===== src/rtl/axis_to_axil_master.sv =====
// rtl/axis_to_axil_master.sv - stream-command driven AXI-lite initiator, one transaction in flight
// Commands on cmd_* become AXI-lite reads/writes on axil_*; results return on rsp_*.
module axis_to_axil_master #(
  parameter int DATA_WIDTH = 32,
  parameter int ADDR_WIDTH = 32,
  parameter int DEST_WIDTH = 32,
  parameter int USER_WIDTH = 32,
  parameter bit WRITE_ACK  = 1'b0
) (
  input  logic                    clock,
  input  logic                    reset,
  input  logic [DATA_WIDTH-1:0]   cmd_tdata,
  input  logic [DEST_WIDTH-1:0]   cmd_tdest,
  input  logic [USER_WIDTH-1:0]   cmd_tuser,
  input  logic                    cmd_tvalid,
  output logic                    cmd_tready,
  output logic [DATA_WIDTH-1:0]   rsp_tdata,
  output logic [DEST_WIDTH-1:0]   rsp_tdest,
  output logic [USER_WIDTH-1:0]   rsp_tuser,
  output logic                    rsp_tvalid,
  output logic                    rsp_tlast,
  input  logic                    rsp_tready,
  output logic [ADDR_WIDTH-1:0]   axil_awaddr,
  output logic [2:0]              axil_awprot,
  output logic                    axil_awvalid,
  input  logic                    axil_awready,
  output logic [DATA_WIDTH-1:0]   axil_wdata,
  output logic [DATA_WIDTH/8-1:0] axil_wstrb,
  output logic                    axil_wvalid,
  input  logic                    axil_wready,
  input  logic [1:0]              axil_bresp,
  input  logic                    axil_bvalid,
  output logic                    axil_bready,
  output logic [ADDR_WIDTH-1:0]   axil_araddr,
  output logic [2:0]              axil_arprot,
  output logic                    axil_arvalid,
  input  logic                    axil_arready,
  input  logic [DATA_WIDTH-1:0]   axil_rdata,
  input  logic [1:0]              axil_rresp,
  input  logic                    axil_rvalid,
  output logic                    axil_rready,
  output logic                    busy,
  output logic                    bus_error,
  input  logic                    clear_error
);

  typedef enum logic [2:0] {
    IDLE     = 3'd0,
    WRITE    = 3'd1,
    WR_RESP  = 3'd2,
    READ     = 3'd3,
    RD_DATA  = 3'd4,
    RESP_OUT = 3'd5
  } state_e;

  state_e                  state_q, state_d;
  logic [ADDR_WIDTH-1:0]   awaddr_q, awaddr_d;
  logic [ADDR_WIDTH-1:0]   araddr_q, araddr_d;
  logic [DATA_WIDTH-1:0]   wdata_q, wdata_d;
  logic                    awvalid_q, awvalid_d;
  logic                    wvalid_q, wvalid_d;
  logic                    bready_q, bready_d;
  logic                    arvalid_q, arvalid_d;
  logic                    rready_q, rready_d;
  logic [DATA_WIDTH-1:0]   rsp_data_q, rsp_data_d;
  logic [DEST_WIDTH-1:0]   rsp_dest_q, rsp_dest_d;
  logic [2:0]              rsp_user_q, rsp_user_d;
  logic                    rsp_valid_q, rsp_valid_d;
  logic                    bus_error_q, bus_error_d;

  // Only the read/write select bit of the command user field carries meaning.
  logic unused_cmd_user;
  assign unused_cmd_user = ^cmd_tuser[USER_WIDTH-1:1];

  assign cmd_tready   = reset && (state_q == IDLE);
  assign busy         = (state_q != IDLE);
  assign bus_error    = bus_error_q;

  assign axil_awaddr  = awaddr_q;
  assign axil_awprot  = 3'b000;
  assign axil_awvalid = awvalid_q;
  assign axil_wdata   = wdata_q;
  assign axil_wstrb   = '1;
  assign axil_wvalid  = wvalid_q;
  assign axil_bready  = bready_q;
  assign axil_araddr  = araddr_q;
  assign axil_arprot  = 3'b000;
  assign axil_arvalid = arvalid_q;
  assign axil_rready  = rready_q;

  assign rsp_tdata    = rsp_data_q;
  assign rsp_tdest    = rsp_dest_q;
  assign rsp_tuser    = USER_WIDTH'(rsp_user_q);
  assign rsp_tvalid   = rsp_valid_q;
  assign rsp_tlast    = rsp_valid_q;

  always_comb begin
    state_d     = state_q;
    awaddr_d    = awaddr_q;
    araddr_d    = araddr_q;
    wdata_d     = wdata_q;
    awvalid_d   = awvalid_q;
    wvalid_d    = wvalid_q;
    bready_d    = bready_q;
    arvalid_d   = arvalid_q;
    rready_d    = rready_q;
    rsp_data_d  = rsp_data_q;
    rsp_dest_d  = rsp_dest_q;
    rsp_user_d  = rsp_user_q;
    rsp_valid_d = rsp_valid_q;
    bus_error_d = bus_error_q;

    // Clear is applied first so a same-cycle error capture below overrides it.
    if (clear_error) begin
      bus_error_d = 1'b0;
    end

    case (state_q)
      IDLE: begin
        if (cmd_tvalid && cmd_tready) begin
          rsp_dest_d = cmd_tdest;
          if (cmd_tuser[0]) begin
            araddr_d  = cmd_tdest[ADDR_WIDTH-1:0];
            arvalid_d = 1'b1;
            state_d   = READ;
          end else begin
            awaddr_d  = cmd_tdest[ADDR_WIDTH-1:0];
            wdata_d   = cmd_tdata;
            awvalid_d = 1'b1;
            wvalid_d  = 1'b1;
            state_d   = WRITE;
          end
        end
      end

      WRITE: begin
        // AW and W retire independently; the phase ends once neither is pending.
        if (awvalid_q && axil_awready) begin
          awvalid_d = 1'b0;
        end
        if (wvalid_q && axil_wready) begin
          wvalid_d = 1'b0;
        end
        if (!awvalid_d && !wvalid_d) begin
          bready_d = 1'b1;
          state_d  = WR_RESP;
        end
      end

      WR_RESP: begin
        if (bready_q && axil_bvalid) begin
          bready_d = 1'b0;
          if (axil_bresp != 2'b00) begin
            bus_error_d = 1'b1;
          end
          if (WRITE_ACK) begin
            rsp_data_d  = '0;
            rsp_user_d  = {1'b1, axil_bresp};
            rsp_valid_d = 1'b1;
            state_d     = RESP_OUT;
          end else begin
            state_d = IDLE;
          end
        end
      end

      READ: begin
        if (arvalid_q && axil_arready) begin
          arvalid_d = 1'b0;
          rready_d  = 1'b1;
          state_d   = RD_DATA;
        end
      end

      RD_DATA: begin
        if (rready_q && axil_rvalid) begin
          rready_d    = 1'b0;
          rsp_data_d  = axil_rdata;
          rsp_user_d  = {1'b0, axil_rresp};
          rsp_valid_d = 1'b1;
          if (axil_rresp != 2'b00) begin
            bus_error_d = 1'b1;
          end
          state_d = RESP_OUT;
        end
      end

      RESP_OUT: begin
        if (rsp_tready) begin
          rsp_valid_d = 1'b0;
          state_d     = IDLE;
        end
      end

      default: begin
        state_d = IDLE;
      end
    endcase
  end

  always_ff @(posedge clock) begin
    if (!reset) begin
      state_q     <= IDLE;
      awaddr_q    <= '0;
      araddr_q    <= '0;
      wdata_q     <= '0;
      awvalid_q   <= 1'b0;
      wvalid_q    <= 1'b0;
      bready_q    <= 1'b0;
      arvalid_q   <= 1'b0;
      rready_q    <= 1'b0;
      rsp_data_q  <= '0;
      rsp_dest_q  <= '0;
      rsp_user_q  <= '0;
      rsp_valid_q <= 1'b0;
      bus_error_q <= 1'b0;
    end else begin
      state_q     <= state_d;
      awaddr_q    <= awaddr_d;
      araddr_q    <= araddr_d;
      wdata_q     <= wdata_d;
      awvalid_q   <= awvalid_d;
      wvalid_q    <= wvalid_d;
      bready_q    <= bready_d;
      arvalid_q   <= arvalid_d;
      rready_q    <= rready_d;
      rsp_data_q  <= rsp_data_d;
      rsp_dest_q  <= rsp_dest_d;
      rsp_user_q  <= rsp_user_d;
      rsp_valid_q <= rsp_valid_d;
      bus_error_q <= bus_error_d;
    end
  end

endmodule

===== config.mk =====
export PLATFORM = sky130hd
export DESIGN_NAME = axis_to_axil_master
export DESIGN_NICKNAME = d
export VERILOG_FILES = /design/src/rtl/axis_to_axil_master.sv
export SDC_FILE = /design/constraint.sdc
export NUM_CORES = 1
export LEC_CHECK = 0
export ABC_CLOCK_PERIOD_IN_PS = 3750
export CORE_ASPECT_RATIO = 0.5
export CORE_MARGIN = 2
export CORE_UTILIZATION = 42
export CTS_CLUSTER_SIZE = 16
export DETAILED_ROUTE_END_ITERATION = 12
export PLACE_DENSITY = 0.86
export SYNTH_ARGS = -nofsm -noshare
export SYNTH_HDL_FRONTEND = slang
export SYNTH_SLANG_ARGS = --single-unit

===== constraint.sdc =====
create_clock -name clock -period 3.75 [get_ports clock]
set_input_delay 0.75 -clock clock [delete_from_list [all_inputs] [get_ports clock]]
set_output_delay 0.75 -clock clock [all_outputs]
set_load 0.01 [all_outputs]

==> key figures, run 1 <==
Status
  • Status: completed

Place
  • Placer's final routability congestion estimate: 0.792
  • Placement Cell Area: 9190 um2
  • Placed cells: 1249
  • HPWL after DPL: 13300 um
  • Buffers added on ports: 282

Finish
  • Filler instances: 1131
  • Fin area: 9800 um2
  • Layout cell share with drive strength beyond 1: 0.0490
  • Final #Nets: 1212
  • Non-Filler Instances: 1280
  • Most common cell after layout, fill and taps aside: nand2_1
  • Area Growth Syn to Fin: 53.0%
  • Commonest non-fill, non-tap cells in the layout: 333 x nand2_1, 282 x clkdlybuf4s50_1, 172 x dfxtp_1, 135 x a21oi_1, 40 x conb_1
  • N_diodes: 0

Die
  • IO Count: 354
  • Die area: 16300 um2
  • Die W: 179 um
  • Die height: 91.3 um
  • Initial Util: 0.437
  • Placeable core area: 14700 um2
  • # rows: 31

Synth
  • Number of synthesized flops with an enable pin: 0
  • Post-Syn Instances: 813
  • Post-Synth Adder-Cell Area: 0
  • Synth top area share: 0.538
  • Synth top area cells: dfxtp_1 54%, nand2_1 20%, a21oi_1 11%
  • XOR/XNOR share of the synthesized area: 0
  • Post-synthesis sequential area ratio: 0.538
  • YS warnings: 0
  • Mapped Avg Cell Area: 7.87 um2
  • Simple-gate share of the synthesized area: 0.247
  • Netlist cell types: 33
  • Post-synthesis mux area share: 0.00313
  • Post-synthesis compound-gate area fraction: 0.117
  • Largest family of logic cells by synthesized area: simple AND/OR/NAND/NOR gates
  • Synth Register Bits: 172
  • Async SR Flop Fraction: 0
  • Syn Std Cell Area: 6400 um2
  • Top_reg_cell synth: dfxtp_1
  • Post-synth top area cell: dfxtp_1

STA
  • Final hold vios: 0
  • Worst-margin pin slew: 0.774 ns
  • Final setup violation count: 0
  • RSZ-0062 raised after global routing: no
  • Skew final: 0.0103 ns
  • FMAX: 0.310 GHz
  • Final min period: 3.23 ns
  • Post-route setup TNS: 0 ns
  • Fin crit share: 0.861
  • Slew HR: 0.484
  • Final count of pins violating max slew: 0

Critical path
  • Kind of critical path: in2out
  • Required time of the critical path: 3.00 ns
  • Slowest cell on the critical path: clkdlybuf4s50_1
  • CP arrival: 2.48 ns
  • Worst reg2reg path endpoint: axil_awaddr[19]$_SDFFE_PN0P_
  • Crit-path leading delay family: buffers and inverters
  • CP startpoint kind: input pin
  • Buf/Inv on CP: 3
  • CP cell instances: clkdlybuf4s50_1 > or4b_4 > inv_1 > clkdlybuf4s50_1
  • CP Max Fanout: 4
  • R2R setup slack: 1.45 ns
  • R2r startpoint: state_q[1]$_SDFFE_PN0P_
  • CP Depth: 4
  • Crit path capture type: primary output
  • Worst path max stage delay: 0.59 ns
  • Crit path top cell by count: clkdlybuf4s50_1
  • R2r worst-path depth: 6

Global route
  • Vias in the first global route: 6017
  • Global-route usage over all layers: 0.233
  • Initial antenna violation count: 0
  • Gr ovfl total: 0
  • Largest net degree at the start of global routing: 59
  • Global-route wire length before repair: 30200 um

Route
  • Routed length on met1: 7230 um
  • Initial drt markers: 265
  • Top routing layer in use: met4
  • Via density: 4.92
  • Drt drc: 0
  • WL met3: 1270 um
  • Routed WL: 19200 um
  • Drt pass-1 iters: 5
  • Drt wl/cell: 15.0 um
  • Total number of vias: 6299
  • Met2 wire len: 9820 um
  • Post-route ant nets: 0

Min path
  • Min-Delay Path Class: reg2reg
  • Hold Path Depth: 2
  • Hold path start: axil_araddr[23]$_SDFFE_PN0P_
  • Hold Path End: axil_araddr[23]$_SDFFE_PN0P_

Clock network
  • Post-CTS sizing: 0
  • Root Buffer: clkbuf_16
  • Clk_lat worst skew: 0.42 ns
  • Hold_buf cts: 0
  • Clock sinks: 172
  • CTS HTree Levels: 4
  • CTS tree: built
  • # Post-CTS Setup Buffers: 0
  • CTS Buffer Depth: 2
  • Reg clk slew, reported paths: 0.07 ns
  • CTS buffer count: 17

Power
  • Power per Cell Area: 446 nW/um2
  • Worst VDD drop: 325 uV
  • Leak pwr: 3.61 nW

Flow run
  • # Max-Cap Violations: 0
[layout make-up]
| cell class | count | area (um2) | share of cell area |
|---|---|---|---|
| Timing Repair Buffer | 294 | 2950 | 0.301 |
| Tap cell | 198 | 248 | 0.0253 |
| Inverter | 6 | 25.0 | 0.00255 |
| Multi-Input combinational cell | 579 | 2520 | 0.258 |
| Clock inverter | 13 | 166 | 0.0170 |
| Sequential cell | 172 | 3440 | 0.352 |
| Clock buffer | 18 | 439 | 0.0448 |
[synthesized netlist by cell type, types with 2 or more instances]
cell type	number
a21oi_1	135
buf_1	3
buf_2	12
buf_4	41
buf_6	7
clkbuf_1	31
conb_1	2
dfxtp_1	172
inv_1	6
mux2i_1	2
nand2_1	333
nand3_1	39
nor2_1	6
nor2b_1	2
o21ai_0	4
[metrics by stage]
step	hold slack [ns]	util	worst slack [ns]	power (W)
2_1_floorplan	0.478	-	1.43	0.00226
3_3_place_gp	0.441	0.627	0.544	0.00257
3_5_place_dp	0.445	0.627	0.513	0.00259
4_1_cts	0.455	0.668	0.516	0.00441
5_1_grt	0.469	0.668	0.482	0.00454
6_report	0.452	0.668	0.521	0.00437
[worst max path at each step]
stage                     startpoint         end  slack [ns]
after detailed placement       reset  cmd_tready        0.51
after CTS                      reset  cmd_tready        0.52
after global placement         reset  cmd_tready        0.54
final                          reset  cmd_tready        0.52
after floorplan                reset  cmd_tready        1.43
after global routing           reset  cmd_tready        0.48
[state kept, by name (all words and copies together) (netlist names)]
signal	cells
axil_wvalid	1
rsp_tlast	1
bus_error	1
axil_wdata	32
axil_araddr	32
axil_awaddr	32
rsp_tdest	32
rsp_user_q	2
axil_rready	1
state_q	3
axil_bready	1
axil_awvalid	1
axil_arvalid	1
rsp_tdata	32
[power by group]
part / internal (W) / switching, W / total [W] / leakage, nW
Combinational: 0.000304 / 0.000290 / 0.000594 / 1.92
Sequential: 0.00191 / 0.0000499 / 0.00196 / 1.40
Clock: 0.00107 / 0.000749 / 0.00182 / 0.294
[metal layers]
metal | vias up | global-route usage
met5 | - | 0
met4 | 0 | 0.114
met3 | 66 | 0.0586
met2 | 242 | 0.427
met1 | 2939 | 0.249
li1 | 3052 | -
[cells by family after synthesis]
family / after synthesis
AOI/OAI and AO/OA: 146
buffers and inverters: 100
DFF: 172
muxes: 2
other: 2
and+or+nand+nor: 391
[worst min-delay path, delay by kind of cell (launching register included)]
| kind | cells | cell delay, ns |
|---|---|---|
| AOI/OAI and AO/OA | 1 | 0.05 |
| DFF | 1 | 0.31 |
| and+or+nand+nor | 1 | 0.05 |
No activity file was read; power rests on OpenSTA's default activity.
==> run 2, diff against run 1 <==
Settings changed: RECOVER_POWER set to 100.
==> run 2 against run 1 <==
  * The run now ends with capacitance limit, slew limit left
  * Sequential share of layout area is essentially flat
  * Clock-buffer cell count is the same
  * Global-route usage is the same
  * Highest routed layer unchanged
  * Clock skew is essentially flat
==> key figures, run 2 (synthesized netlist as in run 1, its figures left out) <==
Status
  • Status: complete, but fails checks
  • Failing checks: capacitance limit, slew limit

Min path
  • Hold Path Depth: 2 (unchanged)
  • Min-Delay Path Class: reg2reg

Place
  • Placer's final routability congestion estimate: 0.792 (unchanged)
  • Buffers added on ports: 282 (unchanged)
  • HPWL after DPL: 13300 um (unchanged)
  • Placed cells: 1249 (unchanged)

Route
  • Drt drc: 0 (unchanged)
  • Via density: 4.90 (-0.40%)
  • Total number of vias: 6274 (-0.40%)
  • Initial drt markers: 288 (+8.7%)
  • Drt pass-1 iters: 4 (-1)
  • Routed WL: 19200 um (-0.25%)
  • Post-route ant nets: 0 (unchanged)
  • Drt wl/cell: 15.0 um (-0.25%)

Clock network
  • Root Buffer: clkbuf_16
  • CTS Buffer Depth: 2 (unchanged)
  • Clk_lat worst skew: 0.42 ns (about the same)
  • CTS HTree Levels: 4 (unchanged)
  • CTS buffer count: 17 (unchanged)
  • Post-CTS sizing: 0 (unchanged)
  • CTS tree: built
  • Hold_buf cts: 0 (unchanged)
  • Reg clk slew, reported paths: 0.07 ns (about the same)
  • # Post-CTS Setup Buffers: 0 (unchanged)
  • Clock sinks: 172 (unchanged)

Critical path
  • CP arrival: 3.63 ns (+1.15 ns)
  • Crit path capture type: flip-flop
  • CP Depth: 5 (+1)
  • Kind of critical path: in2reg
  • Buf/Inv on CP: 3 (unchanged)
  • CP startpoint kind: input pin
  • R2r worst-path depth: 6 (unchanged)
  • Crit-path leading delay family: buffers and inverters
  • CP Max Fanout: 36 (+32)
  • Worst path max stage delay: 1.32 ns (+0.73 ns)
  • Slowest cell on the critical path: clkbuf_1
  • Required time of the critical path: 4.09 ns (+1.09 ns)
  • CP cell instances: clkdlybuf4s50_1 > clkbuf_1 > inv_4 > or4_1 > mux2i_1

STA
  • RSZ-0062 raised after global routing: no
  • Worst-margin pin slew: 1.82 ns (+1.05 ns)
  • Worst hold margin: 0.448 ns (-0.00387 ns)
  • Final min period: 3.30 ns (+0.0682 ns)
  • Slew HR: -0.215 (-0.699)
  • FMAX: 0.303 GHz (-2.1%)
  • Post-route setup TNS: 0 ns (unchanged)
  • Final hold vios: 0 (unchanged)
  • Fin crit share: 0.879 (+0.0182)
  • Final setup violation count: 0 (unchanged)
  • Skew final: 0.00995 ns (-0.000385 ns)
  • Final count of pins violating max slew: 37 (+37)

Die
  • Initial Util: 0.437 (unchanged)
  • Die area: 16300 um2 (unchanged)
  • # rows: 31 (unchanged)
  • Placeable core area: 14700 um2 (unchanged)
  • Die height: 91.3 um (unchanged)
  • IO Count: 354 (unchanged)
  • Die W: 179 um (unchanged)

Power
  • Worst VDD drop: 324 uV (-0.28%)
  • Power per Cell Area: 443 nW/um2 (-0.76%)
  • Leak pwr: 4.17 nW (+15%)

Global route
  • Gr ovfl total: 0 (unchanged)
  • Met2 usage: 0.427 (unchanged)
  • Vias in the first global route: 6017 (unchanged)
  • Gr busiest metal: met2
  • GRT met3 Usage: 0.0586 (unchanged)
  • Global-route usage over all layers: 0.233 (unchanged)
  • Initial antenna violation count: 0 (unchanged)
  • Met1 usage: 0.249 (unchanged)
  • Global-route wire length before repair: 30200 um (unchanged)
  • Largest net degree at the start of global routing: 59 (unchanged)

Finish
  • Non-Filler Instances: 1280 (unchanged)
  • Final #Nets: 1212 (unchanged)
  • Area Growth Syn to Fin: 53.0% (about the same)
  • Most common cell after layout, fill and taps aside: nand2_1
  • N_diodes: 0 (unchanged)
  • Layout cell share with drive strength beyond 1: 0.0481 (-0.000924)
  • Commonest non-fill, non-tap cells in the layout: 333 x nand2_1, 172 x dfxtp_1, 172 x dlygate4sd3_1, 135 x a21oi_1, 110 x clkdlybuf4s50_1

Flow run
  • # Max-Cap Violations: 1 (+1)
[run 2: path summary, 6_finish.rpt]
path | startpoint | end | slack, ns
hold / removal | axil_araddr[23]$_SDFFE_PN0P_ | axil_araddr[23]$_SDFFE_PN0P_ | 0.45
setup reg to reg | state_q[1]$_SDFFE_PN0P_ | axil_awaddr[19]$_SDFFE_PN0P_ | 1.46
setup / recovery | reset | state_q[0]$_SDFFE_PN0P_ | 0.45
hold reg to reg | axil_araddr[23]$_SDFFE_PN0P_ | axil_araddr[23]$_SDFFE_PN0P_ | 0.45
[run 2: final cells by class]
type	count	area (um2)
clock buffers	18	439
clock inverters	13	166
fillers	1132	4870
inverters	6	25.0
multi-input cells	579	2520
flip-flops and latches	172	3440
well taps	198	248
repair buffers	294	2950
[run 2: layer usage]
metal	share of wire	vias up
li1	-	3064
met1	0.38	2922
met2	0.51	229
met3	0.065	59
met4	0.045	0
met5	0	-
[run 2: power by group]
group | internal [W] | switching, W | total, W
Combinational | 0.000274 | 0.000290 | 0.000564
Sequential | 0.00191 | 0.0000461 | 0.00195
Clock | 0.00107 | 0.000748 | 0.00182
[run 2: metrics by stage]
step	instance area [um2]	power (W)	util	setup slack, ns
global route	9790	0.00450	0.668	0.246
finish	9790	0.00434	0.668	0.453
CTS	9800	0.00441	0.668	0.516
detailed placement	9190	0.00259	0.627	0.513
global placement	9190	0.00257	0.627	0.544
floorplan	6540	0.00226	-	1.43
[run 2: worst min-delay path, cell delays in order, from the launching register on]
cell and delay, ns:
dfxtp_1 0.30, nand2_1 0.05, a21oi_1 0.05
